<file path="src/rtl/seq_pattern_tx_if.sv">
`default_nettype none
// ============================================================================
// Module      : seq_pattern_tx_if
// Description : Descriptor handshake and serial output bundle for
//               seq_pattern_tx.
// Revision    : 1.0 - initial release
// ============================================================================
interface seq_pattern_tx_if #(
    parameter int MAX_LEN = 8,
    parameter int LEN_W   = 4,
    parameter int CNT_W   = 4
);
    logic               start_valid;
    logic               start_ready;
    logic [MAX_LEN-1:0] pattern;
    logic [LEN_W-1:0]   len;
    logic [CNT_W-1:0]   reps;
    logic [CNT_W-1:0]   gap;
    logic               idle_bit;
    logic               tick;
    logic               abort;
    logic               x;
    logic               x_valid;
    logic               busy;
    logic               done;

    modport master (
        output start_valid, pattern, len, reps, gap, idle_bit, tick, abort,
        input  start_ready, x, x_valid, busy, done
    );

    modport slave (
        input  start_valid, pattern, len, reps, gap, idle_bit, tick, abort,
        output start_ready, x, x_valid, busy, done
    );
endinterface
`default_nettype wire

</file>
<file path="src/rtl/seq_pattern_tx.sv">
`default_nettype none
// ============================================================================
// Module      : seq_pattern_tx
// Description : Serial pattern transmitter; emits a captured descriptor
//               MSB-first on x with repeats, inter-repeat gaps and abort.
// Revision    : 1.0 - initial release
// ============================================================================
module seq_pattern_tx #(
    parameter int MAX_LEN = 8,
    parameter int LEN_W   = 4,
    parameter int CNT_W   = 4
) (
    input  wire              clk,
    input  wire              reset,
    seq_pattern_tx_if.slave  bus
);
    localparam int                c_IDX_W   = (MAX_LEN > 1) ? $clog2(MAX_LEN) : 1;
    localparam logic [LEN_W-1:0]  c_MAX_LEN = LEN_W'(MAX_LEN);
    localparam logic [CNT_W-1:0]  c_CNT_ONE = CNT_W'(1);

    typedef enum logic [1:0] {
        S_IDLE = 2'd0,
        S_SEND = 2'd1,
        S_GAP  = 2'd2,
        S_DONE = 2'd3
    } state_t;

    state_t               r_state;
    logic [MAX_LEN-1:0]   r_pat;
    logic [c_IDX_W-1:0]   r_last_idx;
    logic [c_IDX_W-1:0]   r_idx;
    logic [CNT_W-1:0]     r_reps_left;
    logic [CNT_W-1:0]     r_gap;
    logic [CNT_W-1:0]     r_gap_cnt;
    logic                 r_idle;
    logic                 r_x;
    logic                 r_x_valid;
    logic                 r_busy;
    logic                 r_done;
    logic                 r_start_ready;

    logic [LEN_W-1:0]     w_len_clamped;
    logic [CNT_W-1:0]     w_reps_eff;
    logic [c_IDX_W-1:0]   w_first_idx;
    logic [c_IDX_W-1:0]   w_idx_dec;

    assign w_len_clamped = (bus.len > c_MAX_LEN) ? c_MAX_LEN : bus.len;
    assign w_reps_eff    = (bus.reps == '0) ? c_CNT_ONE : bus.reps;
    // Only meaningful when the clamped length is non-zero.
    assign w_first_idx   = c_IDX_W'(w_len_clamped - LEN_W'(1));
    assign w_idx_dec     = r_idx - c_IDX_W'(1);

    always_ff @(posedge clk or posedge reset) begin
        if (reset) begin
            r_state       <= S_IDLE;
            r_pat         <= '0;
            r_last_idx    <= '0;
            r_idx         <= '0;
            r_reps_left   <= '0;
            r_gap         <= '0;
            r_gap_cnt     <= '0;
            r_idle        <= 1'b0;
            r_x           <= 1'b0;
            r_x_valid     <= 1'b0;
            r_busy        <= 1'b0;
            r_done        <= 1'b0;
            r_start_ready <= 1'b1;
        end else begin
            r_done <= 1'b0;
            case (r_state)
                S_IDLE: begin
                    // abort is deliberately not looked at here.
                    if (bus.start_valid) begin
                        r_pat         <= bus.pattern;
                        r_last_idx    <= w_first_idx;
                        r_reps_left   <= w_reps_eff;
                        r_gap         <= bus.gap;
                        r_idle        <= bus.idle_bit;
                        r_start_ready <= 1'b0;
                        if (w_len_clamped == '0) begin
                            r_state   <= S_DONE;
                            r_done    <= 1'b1;
                            r_x       <= bus.idle_bit;
                            r_x_valid <= 1'b0;
                            r_busy    <= 1'b0;
                        end else begin
                            r_state   <= S_SEND;
                            r_idx     <= w_first_idx;
                            r_x       <= bus.pattern[w_first_idx];
                            r_x_valid <= 1'b1;
                            r_busy    <= 1'b1;
                        end
                    end
                end

                S_SEND: begin
                    if (bus.abort) begin
                        r_state       <= S_IDLE;
                        r_x           <= r_idle;
                        r_x_valid     <= 1'b0;
                        r_busy        <= 1'b0;
                        r_start_ready <= 1'b1;
                    end else if (bus.tick) begin
                        if (r_idx != '0) begin
                            r_idx <= w_idx_dec;
                            r_x   <= r_pat[w_idx_dec];
                        end else if (r_reps_left > c_CNT_ONE) begin
                            r_reps_left <= r_reps_left - c_CNT_ONE;
                            r_idx       <= r_last_idx;
                            if (r_gap != '0) begin
                                r_state   <= S_GAP;
                                r_gap_cnt <= r_gap;
                                r_x       <= r_idle;
                                r_x_valid <= 1'b0;
                            end else begin
                                r_x <= r_pat[r_last_idx];
                            end
                        end else begin
                            r_state   <= S_DONE;
                            r_done    <= 1'b1;
                            r_x       <= r_idle;
                            r_x_valid <= 1'b0;
                            r_busy    <= 1'b0;
                        end
                    end
                end

                S_GAP: begin
                    if (bus.abort) begin
                        r_state       <= S_IDLE;
                        r_x           <= r_idle;
                        r_x_valid     <= 1'b0;
                        r_busy        <= 1'b0;
                        r_start_ready <= 1'b1;
                    end else if (bus.tick) begin
                        r_gap_cnt <= r_gap_cnt - c_CNT_ONE;
                        if (r_gap_cnt == c_CNT_ONE) begin
                            r_state   <= S_SEND;
                            r_x       <= r_pat[r_idx];
                            r_x_valid <= 1'b1;
                        end
                    end
                end

                S_DONE: begin
                    // Leaves on the next edge whether or not abort is high.
                    r_state       <= S_IDLE;
                    r_x           <= r_idle;
                    r_x_valid     <= 1'b0;
                    r_busy        <= 1'b0;
                    r_start_ready <= 1'b1;
                end

                default: begin
                    r_state       <= S_IDLE;
                    r_start_ready <= 1'b1;
                end
            endcase
        end
    end

    assign bus.x           = r_x;
    assign bus.x_valid     = r_x_valid;
    assign bus.busy        = r_busy;
    assign bus.done        = r_done;
    assign bus.start_ready = r_start_ready;

endmodule
`default_nettype wire

</file>
<file path="src/flat_wrapper.sv">
// flat-port wrapper written by rule: the top's interface ports become plain ports
module seq_pattern_tx_flat 
#(
    parameter int MAX_LEN = 8,
    parameter int LEN_W   = 4,
    parameter int CNT_W   = 4
)
  (clk, reset, bus_start_valid, bus_pattern, bus_len, bus_reps, bus_gap, bus_idle_bit, bus_tick, bus_abort, bus_start_ready, bus_x, bus_x_valid, bus_busy, bus_done);
  seq_pattern_tx_if #(.MAX_LEN(MAX_LEN), .LEN_W(LEN_W), .CNT_W(CNT_W)) bus_i ();
  input  wire clk;
  input  wire reset;
  input wire logic [$bits(bus_i.start_valid)-1:0] bus_start_valid;
  input wire logic [$bits(bus_i.pattern)-1:0] bus_pattern;
  input wire logic [$bits(bus_i.len)-1:0] bus_len;
  input wire logic [$bits(bus_i.reps)-1:0] bus_reps;
  input wire logic [$bits(bus_i.gap)-1:0] bus_gap;
  input wire logic [$bits(bus_i.idle_bit)-1:0] bus_idle_bit;
  input wire logic [$bits(bus_i.tick)-1:0] bus_tick;
  input wire logic [$bits(bus_i.abort)-1:0] bus_abort;
  output wire logic [$bits(bus_i.start_ready)-1:0] bus_start_ready;
  output wire logic [$bits(bus_i.x)-1:0] bus_x;
  output wire logic [$bits(bus_i.x_valid)-1:0] bus_x_valid;
  output wire logic [$bits(bus_i.busy)-1:0] bus_busy;
  output wire logic [$bits(bus_i.done)-1:0] bus_done;
  assign bus_i.start_valid = bus_start_valid;
  assign bus_i.pattern = bus_pattern;
  assign bus_i.len = bus_len;
  assign bus_i.reps = bus_reps;
  assign bus_i.gap = bus_gap;
  assign bus_i.idle_bit = bus_idle_bit;
  assign bus_i.tick = bus_tick;
  assign bus_i.abort = bus_abort;
  assign bus_start_ready = bus_i.start_ready;
  assign bus_x = bus_i.x;
  assign bus_x_valid = bus_i.x_valid;
  assign bus_busy = bus_i.busy;
  assign bus_done = bus_i.done;
  seq_pattern_tx #(.MAX_LEN(MAX_LEN), .LEN_W(LEN_W), .CNT_W(CNT_W)) u_core (.clk(clk), .reset(reset), .bus(bus_i));
endmodule
</file>
<file path="config.mk">
export PLATFORM = sky130hd
export DESIGN_NAME = seq_pattern_tx_flat
export DESIGN_NICKNAME = d
export VERILOG_FILES = /design/src/rtl/seq_pattern_tx_if.sv /design/src/rtl/seq_pattern_tx.sv /design/src/flat_wrapper.sv
export SDC_FILE = /design/constraint.sdc
export NUM_CORES = 1
export LEC_CHECK = 0
export CORE_MARGIN = 1.5
export CORE_UTILIZATION = 50
export CTS_BUF_LIST = sky130_fd_sc_hd__clkbuf_4 sky130_fd_sc_hd__clkbuf_8
export CTS_CLUSTER_SIZE = 8
export DETAILED_ROUTE_END_ITERATION = 16
export DONT_BUFFER_PORTS = 1
export HOLD_SLACK_MARGIN = 0.15
export PLACE_DENSITY = 0.77
export SETUP_SLACK_MARGIN = 0.05
export SLEW_MARGIN = 15
export SYNTH_ARGS = -nofsm -noshare
export SYNTH_HDL_FRONTEND = slang
export SYNTH_SLANG_ARGS = --single-unit
</file>
<file path="constraint.sdc">
create_clock -name clk -period 3.69 [get_ports clk]
set_clock_uncertainty 0.1 [all_clocks]
set_input_delay 0.738 -clock clk [delete_from_list [all_inputs] [get_ports clk]]
set_output_delay 0.738 -clock clk [all_outputs]
set_load 0.005 [all_outputs]
</file>
======== After elaboration in Yosys (flattened, before gate mapping) ========
Cells that the tools add are included.
storage, ports and cells
  register bits ........................... 34
  input bits .............................. 26
  output and inout bits ................... 5
  logic and storage cells ................. 141
cells by class
  add/sub/neg operators ................... 4
  magnitude comparators ................... 6
  equal/unequal tests ..................... 22
  multiplexer cells ....................... 80
  reductions and logical operators ........ 16
operators by type and width
  cell                 count
  $mux 4               14
  $mux 1               37
  $mux 2               10
  $mux 3               6
  $reduce_and 6->1     3
  $lt 3x4->1 const B   4
  $ne 2x2->1 const B   8
  $pmux 4 s2           2
  $bmux 1 s3           4
  $ne 3x3->1 const B   4
  $pmux 1 s4           3
  $logic_not 4->1      2
  $pmux 2 s4           1
  $reduce_and 8->1     1
  $sub 4x1->4 const B  2
  $ne 2x1->1 const B   3
  $pmux 3 s2           1
  $sub 3x1->3 const B  2
  $reduce_and 5->1     1
  $eq 2x2->1 const B   2
  $eq 4x1->1 const B   1
  $gt 4x1->1 const B   1
  $gt 4x4->1 const B   1
  $ne 4x4->1 const B   1
  12 further kinds     14

======== Logic depth before layout (Yosys ltp) ========
  word-level depth ........................ 8
  gate-level depth with buffers ........... 9
  mapped depth without buffers ............ 9

======== Least setup slack after synthesis ========
No wires, ideal clock.
  path type ............................... input to register
  start ................................... input bus_len[0]
  end ..................................... register u_core.r_x (netlist: u_core.bus.x)
  library setup time ...................... 128 ps
  arrival ................................. 2,343 ps
  required time ........................... 3,462 ps
  slack ................................... 1,119 ps
  stages .................................. 9
  buffers on the path ..................... 0
  cell sequence ........................... nor2b_2 inv_1 ha_1 mux2_2 mux2_2 mux2i_1 a21oi_1 o22ai_1 a31oi_1
between the ends
  word-level cells in the longest chain between the ends .. 8
  elaborated cells between the ends (all ways) .. 9
  classes of those cells .................. 1 x add/sub; 1 x order compare; 6 x mux; 1 x reduce/logical
ends and longest elaborated chain
  what                             RTL line              RTL
  start, declared                  flat_wrapper.sv:14    input wire logic [$bits(bus_i.len)-1:0] bus_len;
  $gt 4x4->1                       seq_pattern_tx.sv:47  assign w_len_clamped = (bus.len > c_MAX_LEN) ? c_MAX_LEN : bus.len;
  $mux 4 *                         seq_pattern_tx.sv:47
  $sub 3x1->3 *                    seq_pattern_tx.sv:50  assign w_first_idx = c_IDX_W'(w_len_clamped - LEN_W'(1));
  named net u_core.w_first_idx[0]  seq_pattern_tx.sv:44  logic [c_IDX_W-1:0] w_first_idx;
  $bmux 1 s3 *                     seq_pattern_tx.sv:89  r_x <= bus.pattern[w_first_idx];
  $mux 1 (implied by the code) *   seq_pattern_tx.sv:89
  $mux 1 *                         seq_pattern_tx.sv:80  if (w_len_clamped == '0) begin
  $mux 1 *                         seq_pattern_tx.sv:73  if (bus.start_valid) begin
  $pmux 1 s4 *                     seq_pattern_tx.sv:70  case (r_state)
  end signal, assigned             seq_pattern_tx.sv:83  r_x <= bus.idle_bit;
  end signal, assigned             seq_pattern_tx.sv:89
  end signal, assigned             seq_pattern_tx.sv:99  r_x <= r_idle;
  end, declared                    seq_pattern_tx.sv:36  logic r_x;
Mark *: on every way through the listed nets, which the timed path passes. The rest lies on a longest branch. The select of a mux whose other input is x is not followed.
A chain may end at the register's enable or synchronous reset.

======== Final worst setup path ========
Same ends and word-level chain as after synthesis.

==> metrics.cfg <==
[global_route]
antenna_found_initial=0
grt_pass1_vias=1712
track_usage=0.205
grt_pass1_wl_um=8000
grt_max_degree=35
gr-total-overflow=0

[yosys]
async_flop_share=1.00
post_synth_num_cell_types=46
synth_area_mm2=0.00228
synth_nets=265
ys.flop_type=dfrtp_1
synth_top_area_share=0.362
syn_inst=227
syn_avg_cell_area_um2=10.0
synth_edf_count=0
ys_ff_latch=34
synth_seq_area_share=0.374
yosys.area.top_type=dfrtp_1
yosys-top-cells-area=dfrtp_1 (36%), mux2_2 (8.4%), mux4_2 (7.9%)
yosysWarnings=0

[critical_path]
cp-end-kind=register
crit_type=in2reg
crit_path_start_kind=primary input
cp.required_ns=3.76
critPathMaxFanout=6
critPathArrivalTime_ns=2.51

[clock_tree]
clk_pin_slew_worst_paths_ns=0.07
clkLatencyLatePin_ns=0.29
clock_path_buffers=2
cts_sinks=34
numCtsBuffers=5
cts_hold_buffers=0
cts_tree=yes
cts_resized=0
cts_setup_buffers=0
htreeDepth=2
root_buffer=clkbuf_8

[cells_and_area]
drive_gt1_frac=0.201
antenna_cells=0
fin_cells=281
syn_to_final_growth_pct=6.14
nets=266
fillers=399

[route]
vias=1728
first_pass_iters=4
ant_nets=0
wl_per_cell_um=16.7
initialDrtViolationCount=89
vias_per_cell=6.15
drc_errors=0
routed_wl_um=4680

[die]
dieHeight_um=70.5
pin_count=31
die_area_mm2=0.00498
start_util=0.520
placementRows=24
fp.dieW_um=70.5
coreArea_mm2=0.00438

[timing]
holdWs_ns=0.333
max_freq_ghz=0.411
finalSetupTns_ns=0
setup_viol=0
hold_violations=0
worst_pin_slew_ns=0.739
relSlewSlack=0.506
period_share=0.660
drv_slew=0
period_needed_ns=2.43
rsz0062_at_grt=no

[power]
p_leak_uw=0.00100
powerDensity_mw_per_mm2=874
ir_worst_vdd_mv=0.397

[hold_path]
worstHoldPathType=in2async

[place]
dp_hpwl_um=3530
gp_congestion=0.828
portBuffers=0
dp_cells=273

[run]
maxCapViolCount=0

[status]
outcome=complete, no violations

-- flip-flops by register name, indices dropped and copies added, names as in the netlist --
name and flops:
u_core.r_last_idx 3, u_core.bus.busy 1, u_core.bus.x 1, u_core.r_gap 4, u_core.r_state 2, u_core.r_idle 1
u_core.bus.x_valid 1, u_core.r_idx 3, u_core.bus.start_ready 1, u_core.r_reps_left 4, u_core.r_gap_cnt 4, u_core.bus.done 1
u_core.r_pat 8
-- final cells by class --
class,instances,area (µm²),area share
clock inverters,1,5.00,0.00207
clock buffers,7,90.1,0.0372
multi-input cells,169,1330,0.551
repair buffers,2,15.0,0.00620
flip-flops and latches,34,852,0.352
well taps,52,65.1,0.0269
inverters,16,60.1,0.0248
-- per-layer routing --
layer	part of all wire	GRT usage	vias to the layer above
met1	0.45	0.277	838
met3	0.072	0.0427	8
met2	0.46	0.327	58
li1	-	-	824
met4	0.017	0.0839	0
met5	0	0	-
-- where the power goes --
| part | switching, µW | internal [µW] | total (µW) |
|---|---|---|---|
| clock network | 136 | 158 | 294 |
| registers | 199 | 562 | 762 |
| logic | 535 | 526 | 1060 |
-- through the flow --
stage	setup slack (ns)	power [µW]	util	area [µm²]
detailed placement	0.952	1830	0.531	2330
finish	1.26	2120	0.552	2420
global route	1.14	2300	0.552	2420
global placement	1.02	1780	0.531	2330
floorplan	1.12	1610	-	2280
CTS	1.25	2130	0.552	2420
-- synthesized netlist by cell type, types with 5 or more instances --
| cell | instances |
|---|---|
| mux2i_1 | 5 |
| mux4_2 | 8 |
| dfrtp_1 | 33 |
| a21oi_1 | 13 |
| o211ai_1 | 5 |
| o21ai_0 | 18 |
| nor2_1 | 12 |
| ha_1 | 12 |
| nand2b_1 | 8 |
| o21ai_1 | 5 |
| nand2_1 | 19 |
| mux2_2 | 17 |
| inv_1 | 16 |
-- worst max-delay path, cell delays in order --
cell     delay (ns)
nor2b_2        0.23
inv_1          0.07
ha_1           0.40
mux2_2         0.37
mux2_2         0.26
mux2i_1        0.14
a21oi_1        0.09
o22ai_1        0.11
a31oi_1        0.10
-- cells by family after synthesis --
group,share of synthesized area
AO/OA/AOI/OAI,0.185
XOR/XNOR,0.00384
adder cells (fa/ha/maj),0.0658
buffers and inverters,0.0417
flip-flops,0.374
multiplexers,0.190
AND/OR/NAND/NOR,0.140
-- layout by cell type, fill, tap and decap left out, types with 3 or more instances in the layout --
master / instances
nand3_1: 4
nor2_1: 12
a21oi_1: 13
mux2i_1: 5
nand2_1: 19
mux2_2: 17
clkbuf_8: 6
o21a_1: 3
nand2b_1: 8
dfrtp_1: 33
o211ai_1: 5
ha_1: 12
o21ai_0: 18
a22oi_1: 3
mux4_2: 8
o21ai_1: 5
nor3_1: 4
inv_1: 16
-- final timing paths --
check / startpoint / endpoint / slack, ns / cells after the start
setup / recovery: bus_len[0] / u_core.bus.x$_DFFE_PP0P_ / 1.26 / 9
hold / removal: reset / u_core.bus.x$_DFFE_PP0P_ / 0.33 / 2
setup reg to reg: u_core.r_idx[0]$_DFFE_PP0P_ / u_core.r_reps_left[3]$_DFFE_PP0P_ / 1.43 / 8
hold reg to reg: u_core.r_gap_cnt[1]$_DFFE_PP0P_ / u_core.r_gap_cnt[1]$_DFFE_PP0P_ / 0.40 / 2
max in group asynchronous: reset / u_core.bus.start_ready$_DFFE_PP1P_ / 2.82 / 2
min in group clk: u_core.r_gap_cnt[1]$_DFFE_PP0P_ / u_core.r_gap_cnt[1]$_DFFE_PP0P_ / 0.40 / 2
Power figures use the tool's default switching activity.
